==> src/rtl/cnn_pkg.sv <==
// Shared types and helpers for the convolution datapath: accumulator FSM
// states, accumulator width rule and signed saturation.
package cnn_pkg;

    typedef enum logic {
        ACCUM = 1'b0,
        HOLD  = 1'b1
    } acc_state_t;

    // Widest accumulator the saturation helper can take; callers
    // sign-extend their accumulator into this width.
    localparam int MaxW = 128;

    typedef struct packed {
        logic                   overflow;
        logic signed [MaxW-1:0] value;
    } sat_t;

    // Accumulator width that holds num_lanes*kernel_size full-scale
    // products without wrapping.
    function automatic int acc_width(input int bit_size, input int num_lanes,
                                     input int kernel_size);
        return bit_size + $clog2(num_lanes * kernel_size);
    endfunction

    // Clip a sign-extended acc_w-bit value to bit_size signed. When the
    // accumulator is no wider than the result, clipping can never occur.
    function automatic sat_t sat_signed(input logic signed [MaxW-1:0] x,
                                        input int acc_w, input int bit_size);
        logic signed [MaxW-1:0] max_v;
        logic signed [MaxW-1:0] min_v;
        sat_t r;
        max_v = (MaxW'(1) << (bit_size - 1)) - MaxW'(1);
        min_v = ~max_v;
        r.value    = x;
        r.overflow = 1'b0;
        if (acc_w > bit_size) begin
            if (x > max_v) begin
                r.value    = max_v;
                r.overflow = 1'b1;
            end else if (x < min_v) begin
                r.value    = min_v;
                r.overflow = 1'b1;
            end
        end
        return r;
    endfunction

endpackage

==> src/rtl/product_adder_tree.sv <==
// Combinational sum of NumLanes signed products, each sign-extended to AccW
// before adding so no partial sum can wrap.
module product_adder_tree #(
    parameter int BitSize  = 32,
    parameter int NumLanes = 4,
    parameter int AccW     = 34
) (
    input  logic [NumLanes*BitSize-1:0] lanes,
    output logic [AccW-1:0]             sum
);

    // Sign-extend every lane and accumulate them into one AccW-bit total.
    always_comb begin
        logic signed [BitSize-1:0] lane;
        logic signed [AccW-1:0]    total;
        total = '0;
        lane  = '0;
        for (int k = 0; k < NumLanes; k++) begin
            lane  = lanes[k*BitSize +: BitSize];
            total = total + AccW'(lane);
        end
        sum = total;
    end

endmodule

==> src/rtl/conv_window_accumulator.sv <==
// Accumulates KernelSize beats of lane sums into one convolution-window
// result, saturates it to BitSize signed and holds it on a valid/ready port.
module conv_window_accumulator
    import cnn_pkg::*;
#(
    parameter int BitSize    = 32,
    parameter int NumLanes   = 4,
    parameter int KernelSize = 9
) (
    input  logic                        clk,
    input  logic                        res_n,
    input  logic                        i_clear,
    input  logic                        in_valid,
    output logic                        in_ready,
    input  logic [NumLanes*BitSize-1:0] in_data,
    output logic                        out_valid,
    input  logic                        out_ready,
    output logic [BitSize-1:0]          out_data,
    output logic                        out_overflow
);

    localparam int AccW = acc_width(BitSize, NumLanes, KernelSize);
    localparam int CntW = (KernelSize > 1) ? $clog2(KernelSize) : 1;
    localparam logic [CntW-1:0] LastCnt = CntW'(KernelSize - 1);

    acc_state_t             state;
    acc_state_t             state_next;
    logic signed [AccW-1:0] acc;
    logic [CntW-1:0]        cnt;
    logic [AccW-1:0]        lane_sum_raw;
    logic signed [AccW-1:0] lane_sum;
    logic signed [AccW-1:0] total;
    logic                   accept;
    logic                   last_beat;
    logic [BitSize-1:0]     next_data;
    logic                   next_ovf;

    product_adder_tree #(
        .BitSize (BitSize),
        .NumLanes(NumLanes),
        .AccW    (AccW)
    ) u_adder (
        .lanes(in_data),
        .sum  (lane_sum_raw)
    );

    assign lane_sum  = lane_sum_raw;
    assign accept    = in_valid && in_ready;
    assign last_beat = (cnt == LastCnt);
    // In HOLD the accumulator is already zero, so acc + S is also the
    // correct first partial sum of the next window.
    assign total     = acc + lane_sum;

    // Saturate the completed window sum down to the output width.
    always_comb begin
        sat_t r;
        r         = sat_signed(MaxW'(total), AccW, BitSize);
        next_data = r.value[BitSize-1:0];
        next_ovf  = r.overflow;
    end

    // State register.
    always_ff @(posedge clk or negedge res_n) begin
        if (!res_n) state <= ACCUM;
        else        state <= state_next;
    end

    // Next state: any accepted last beat lands in HOLD; a taken result
    // without a completing beat returns to ACCUM; clear wins over all.
    always_comb begin
        state_next = state;
        if (i_clear) begin
            state_next = ACCUM;
        end else if (accept && last_beat) begin
            state_next = HOLD;
        end else if (state == HOLD && out_ready) begin
            state_next = ACCUM;
        end
    end

    // Handshake outputs; in_ready never looks at in_valid.
    always_comb begin
        out_valid = (state == HOLD);
        in_ready  = !i_clear && ((state == ACCUM) || out_ready);
    end

    // Beat counter and running window sum.
    always_ff @(posedge clk or negedge res_n) begin
        if (!res_n) begin
            acc <= '0;
            cnt <= '0;
        end else if (i_clear) begin
            acc <= '0;
            cnt <= '0;
        end else if (accept) begin
            if (last_beat) begin
                acc <= '0;
                cnt <= '0;
            end else begin
                acc <= total;
                cnt <= cnt + CntW'(1);
            end
        end
    end

    // Result register, loaded only when a window completes.
    always_ff @(posedge clk or negedge res_n) begin
        if (!res_n) begin
            out_data     <= '0;
            out_overflow <= 1'b0;
        end else if (!i_clear && accept && last_beat) begin
            out_data     <= next_data;
            out_overflow <= next_ovf;
        end
    end

endmodule

==> config.mk <==
export PLATFORM = sky130hd
export DESIGN_NAME = conv_window_accumulator
export DESIGN_NICKNAME = d
export VERILOG_FILES = /design/src/rtl/cnn_pkg.sv /design/src/rtl/product_adder_tree.sv /design/src/rtl/conv_window_accumulator.sv
export SDC_FILE = /design/constraint.sdc
export NUM_CORES = 1
export LEC_CHECK = 0
export ABC_CLOCK_PERIOD_IN_PS = 6400
export CAP_MARGIN = 20
export CORE_ASPECT_RATIO = 1.75
export CORE_MARGIN = 2
export CORE_UTILIZATION = 59
export DETAILED_ROUTE_END_ITERATION = 6
export PLACE_DENSITY = 0.89
export SETUP_SLACK_MARGIN = 0.15
export SYNTH_ARGS = -nofsm -noshare
export SYNTH_HDL_FRONTEND = slang
export SYNTH_HIERARCHICAL = 1
export SYNTH_SLANG_ARGS = --single-unit
==> constraint.sdc <==
create_clock -name clk -period 6.4 [get_ports clk]
set_clock_uncertainty 0.15 [all_clocks]
set_input_delay 1.28 -clock clk [delete_from_list [all_inputs] [get_ports clk]]
set_output_delay 1.28 -clock clk [all_outputs]
set_load 0.02 [all_outputs]
==> out/qor.log, run 1 <==
[yosys] synthesized area 0.00888 mm2
[yosys] post-synthesis instance total 1,029
[clocking] clock root buffer sky130_fd_sc_hd__clkbuf_16
[floorplanning] Boundary Pins 168
[yosys] fraction of registers with async set/reset 100%
[clocking] buffer depth of the longest clock path 2
[yosys] flip-flop and latch count after synthesis 76
[yosys] Synth Net Count 1,301
[place] Port Buffer Count 167
[floorplanning] cell row count 59
[yosys] synth cell count leaders sky130_fd_sc_hd__inv_1 (206), sky130_fd_sc_hd__dfrtp_1 (76), sky130_fd_sc_hd__a21oi_1 (74)
[outcome] Error [ERROR DPL-0038] Utilization greater than 100%, impossible to legalize
[clocking] number of clock sinks 76
[floorplanning] initial core utilization 60.2%
[outcome] outcome aborted with a tool error
[place] routability-driven placement congestion ratio 0.939
[yosys] flip-flop cell with the highest count after synthesis sky130_fd_sc_hd__dfrtp_1
[yosys] top cells by area in the synthesized netlist sky130_fd_sc_hd__dfrtp_1 (21%), sky130_fd_sc_hd__fa_1 (15%), sky130_fd_sc_hd__ha_1 (10%)
[yosys] number of synthesized flops with an enable pin 0
[clocking] Hold-fix buffers, CTS 0
[yosys] most numerous cell in the Yosys netlist sky130_fd_sc_hd__inv_1
[yosys] sequential cell area fraction in the yosys report 21.4%
[floorplanning] die outline height 166 um
[outcome] Stopped at global routing (5_1_grt)
[clocking] CTS Buf Count 9
[yosys] Avg Inst Size Synth 8.63 um2
[yosys] number of warning messages in the yosys log 6
[global_routing] largest net degree at the start of global routing 56
[clocking] CTS H-tree depth 3
[yosys] Yosys cell types 74
[place] half-perimeter wire length after placement 24.4 mm
[yosys] area leader, netlist sky130_fd_sc_hd__dfrtp_1
[floorplanning] Die X 96.8 um
[yosys] Yosys top cell area share 21.4%
cells by family after synthesis:
logic type,Yosys count,share of synthesized area (%)
flip-flops,76,21.4
adder cells (fa/ha/maj),139,25.2
XOR/XNOR,63,6.21
AND/OR/NAND/NOR,202,11.2
multiplexers,2,0.239
buffers and inverters,245,11.1
AO/OA/AOI/OAI,302,24.7
repair_timing:
action                     CTS
pin swaps                  138
cloned                       2
resized for setup          258
setup endpoints to repair   58
buffers inserted            39
metrics by stage:
stage | util, % | std cells | instance area, um2 | hold slack (ns) | worst slack, ns
2_1_floorplan | - | 1029 | 8990 | 0.301 | -0.908
3_3_place_gp | 84.8 | 1587 | 12500 | 0.323 | -1.70
3_5_place_dp | 84.8 | 1587 | 12500 | 0.350 | -1.90
4_1_cts | 93.5 | 1644 | 13800 | 0.370 | -1.07
==> run 2: changes to the inputs <==
--- a/config.mk
+++ b/config.mk
@@ -7,12 +7,10 @@
 export LEC_CHECK = 0
 export ABC_CLOCK_PERIOD_IN_PS = 6400
 export CAP_MARGIN = 20
-export CORE_ASPECT_RATIO = 1.75
 export CORE_MARGIN = 2
-export CORE_UTILIZATION = 59
+export CORE_UTILIZATION = 40
 export DETAILED_ROUTE_END_ITERATION = 6
-export PLACE_DENSITY = 0.89
-export SETUP_SLACK_MARGIN = 0.15
+export PLACE_DENSITY_LB_ADDON = 0.15
 export SYNTH_ARGS = -nofsm -noshare
 export SYNTH_HDL_FRONTEND = slang
 export SYNTH_HIERARCHICAL = 1
==> out/qor.log, run 2 <==
[outcome] outcome finished, violations left
[outcome] violations in the final reports setup timing
[yosys] post-synthesis instance total 1,029
[floorplanning] floorplan die area 0.0234 mm2
[clocking] CTS H-tree depth 3
[clocking] clock tree from TritonCTS built
[cells_and_area] largest registers ranked by flip-flop count acc: 38 flops, out_data: 32 flops, cnt: 4 flops
[yosys] Yosys top cell area share 21.4%
[yosys] flip-flop and latch count after synthesis 76
[cells_and_area] Top reg by flops acc
[cells_and_area] fraction of layout cells with a size suffix above 1 36.7%
[power_and_ir_drop] Sequential Power Share 8.3%
[timing] setup repair after global routing missed its margin true
[timing] worst path setup slack after routing -1.07 ns
[floorplanning] Die X 153 um
[place] routability-driven placement congestion ratio 0.878
[yosys] Synth Net Count 1,301
[yosys] fraction of registers with async set/reset 100%
[route] Wirelength per Cell 15.4 um
[setup_path] launching element type of the critical path primary input
[setup_path] endpoint kind of the worst setup timing path flop
[setup_path] peak per-stage delay on the critical path 0.51 ns
[clocking] Hold-fix buffers, CTS 0
[power_and_ir_drop] Power Total 7510 uW
[clocking] clock-pin slew on the worst setup and hold paths 0.06 ns
[setup_path] worst setup slack for register-to-register paths 2.21 ns
[route] TritonRoute pass-1 iters 5
[cells_and_area] Area growth syn-to-layout 63.2%
[setup_path] cells along the critical path clkdlybuf4s50_1 > inv_1 > fa_1 > fa_1 > inv_2 > ha_4 > buf_6 > nand4_1 > or3_4 > o21ai_2 > a31o_4 > a31oi_4 > o41ai_4 > xor2_2 > ha_4 > a21o_1 > a221o_1 > a21oi_1 > nor2_1 > or4_4 > or3b_4 > o41a_4 > buf_6 > a221o_1
[global_routing] all-layer global routing usage 23.0%
[route] DRC viols 0
[floorplanning] die outline height 153 um
[power_and_ir_drop] Gate power share 84.8%
[cells_and_area] flip-flop count of the largest register after layout 38
[place] standard cell area after detailed placement 0.0127 mm2
[power_and_ir_drop] highest ir drop seen on vdd 0.000261 V
[clocking] CTS Buf Count 9
[setup_path] buffers and inverters on the worst path 5
[timing] final count of negative-setup-slack endpoints 36
[power_and_ir_drop] switching part of the total 44.8%
[min_path] Min-Delay Startpoint cnt[3]
[route] DRT antenna net count 0
[floorplanning] placeable core region 0.0218 mm2
[cells_and_area] top library cells by usage in the layout, fill and taps aside sky130_fd_sc_hd__buf_4 (286), sky130_fd_sc_hd__inv_1 (157), sky130_fd_sc_hd__clkdlybuf4s50_1 (104)
[setup_path] CP Class primary input to flop
[route] overall via count from detail_route 9,036
[yosys] Avg Inst Size Synth 8.63 um2
[power_and_ir_drop] internal power 4150 uW
[timing] slew at the pin with the worst max-slew slack 0.869 ns
[min_path] worst min-delay path category flop to flop
[timing] TNS Setup -33.33 ns
[yosys] Yosys cell types 74
[route] drt total wl 27.3 mm
[timing] tightest slew margin relative to the limit 42.1%
[clocking] number of clock sinks 76
[global_routing] initial antenna violation count 0
[cells_and_area] most common cell after layout, fill and taps aside sky130_fd_sc_hd__buf_4
[power_and_ir_drop] leak pwr 0.00721 uW
[yosys] area leader, netlist sky130_fd_sc_hd__dfrtp_1
[power_and_ir_drop] net switching power 3360 uW
[timing] final number of hold-violating endpoints 0
[setup_path] signal arrival time at the worst endpoint 7.55 ns
[run] max capacitance violation total 0
[power_and_ir_drop] P per Cell Area 518 mW/mm2
[floorplanning] initial core utilization 40.7%
[yosys] synthesized area 0.00888 mm2
[setup_path] Worst EP required 6.48 ns
[global_routing] global-route wire length before repair 44.3 mm
[floorplanning] cell row count 54
[yosys] top cells by area in the synthesized netlist sky130_fd_sc_hd__dfrtp_1 (21%), sky130_fd_sc_hd__fa_1 (15%), sky130_fd_sc_hd__ha_1 (10%)
[route] detailed-route vias per instance 5.08
[yosys] sequential cell area fraction in the yosys report 21.4%
[place] Port Buffer Count 167
[floorplanning] Boundary Pins 168
[global_routing] final global-route overflow total 0
[setup_path] R2R Path Start acc[0]
[timing] fin crit period 7.47 ns
[yosys] flip-flop cell with the highest count after synthesis sky130_fd_sc_hd__dfrtp_1
[setup_path] critical-path cell with the highest stage delay sky130_fd_sc_hd__fa_1
[setup_path] critical path fanouts, max 6
[timing] share of the clock period used by the worst path 117%
[cells_and_area] Final nets 1,766
[cells_and_area] Non-Filler Instances 1,777
[clocking] buffer depth of the longest clock path 2
[clocking] clock root buffer sky130_fd_sc_hd__clkbuf_16
[place] half-perimeter wire length after placement 20.4 mm
[global_routing] largest net degree at the start of global routing 77
[yosys] synth cell count leaders sky130_fd_sc_hd__inv_1 (206), sky130_fd_sc_hd__dfrtp_1 (76), sky130_fd_sc_hd__a21oi_1 (74)
[place] Placed Instances 1,699
[setup_path] worst setup path start in_data[21]
[yosys] number of synthesized flops with an enable pin 0
[timing] FMAX 134 MHz
[timing] Worst Hold Margin 0.344 ns
[yosys] number of warning messages in the yosys log 6
[yosys] most numerous cell in the Yosys netlist sky130_fd_sc_hd__inv_1
[route] initial DRC count 364
[cells_and_area] final antenna diode count 0
[global_routing] number of global-route vias before repair 9,286
[cells_and_area] final instance area 0.0145 mm2
[power_and_ir_drop] relative contribution of the clock network to total power 6.9%
[setup_path] dominant delay contributor by cell family on the critical path compound AO/OA/AOI/OAI gates
[clocking] worst skew pair latency 0.35 ns
[timing] final-report max-slew violation count 0
run 2: cell counts after synthesis:
No cell type changed its count.
run 2: cell type report:
class | instances | area, um2
clock buffers | 10 | 239
repair buffers | 493 | 4220
multi-input cells | 708 | 6950
fillers | 1858 | 7330
flip-flops and latches | 76 | 1900
well taps | 280 | 350
clock inverters | 4 | 51.3
inverters | 206 | 783
run 2: metrics by stage:
| step | setup slack [ns] | util [%] |
|---|---|---|
| after floorplan | -0.908 | - |
| after global placement | -1.74 | 58.4 |
| after detailed placement | -1.81 | 58.4 |
| after CTS | -1.01 | 63.1 |
| after global routing | -1.20 | 66.4 |
| final | -1.07 | 66.4 |
run 2: kinds of logic after synthesis:
logic type | count (synthesis) | share of synthesized area, %
XOR/XNOR | 63 | 6.21
multiplexers | 2 | 0.239
AND/OR/NAND/NOR | 202 | 11.2
buffers and inverters | 245 | 11.1
flip-flops | 76 | 21.4
AO/OA/AOI/OAI | 302 | 24.7
adder cells (fa/ha/maj) | 139 | 25.2
run 2: worst paths after layout:
kind | to | cells past startpoint
setup / recovery | out_data[20] | 24
hold / removal | cnt[3] | 1
setup reg to reg | out_data[20] | 13
hold reg to reg | cnt[3] | 1
max in group asynchronous | acc[24] | 3
min in group asynchronous | out_data[10] | 2
run 2: power groups by stage:
stage | logic, uW | registers, uW | clock network, uW
after floorplan | 2940 | 617 | 0
after global placement | 5220 | 631 | 0
after detailed placement | 5260 | 628 | 0
after CTS | 5750 | 625 | 520
after global routing | 6920 | 636 | 544
final | 6370 | 626 | 517
run 2: per-layer routing:
metal / global-route usage (%) / share of wire, % / up-vias / wire [um]
met4: 7.76 / 2.8 / 0 / 772
met3: 2.84 / 4.0 / 46 / 1080
met2: 40.4 / 50 / 211 / 13600
met5: 0 / 0 / - / 0
li1: - / - / 4460 / -
met1: 29.3 / 43 / 4319 / 11800
run 2: what timing repair did:
action / CTS / global route
buffers inserted: 36 / 24
pin swaps: 122 / 54
resized for setup: 213 / 128
hold endpoints to repair: 0 / 0
cloned: 3 / 1
setup endpoints to repair: 50 / 49
Power figures use the tool's default switching activity.
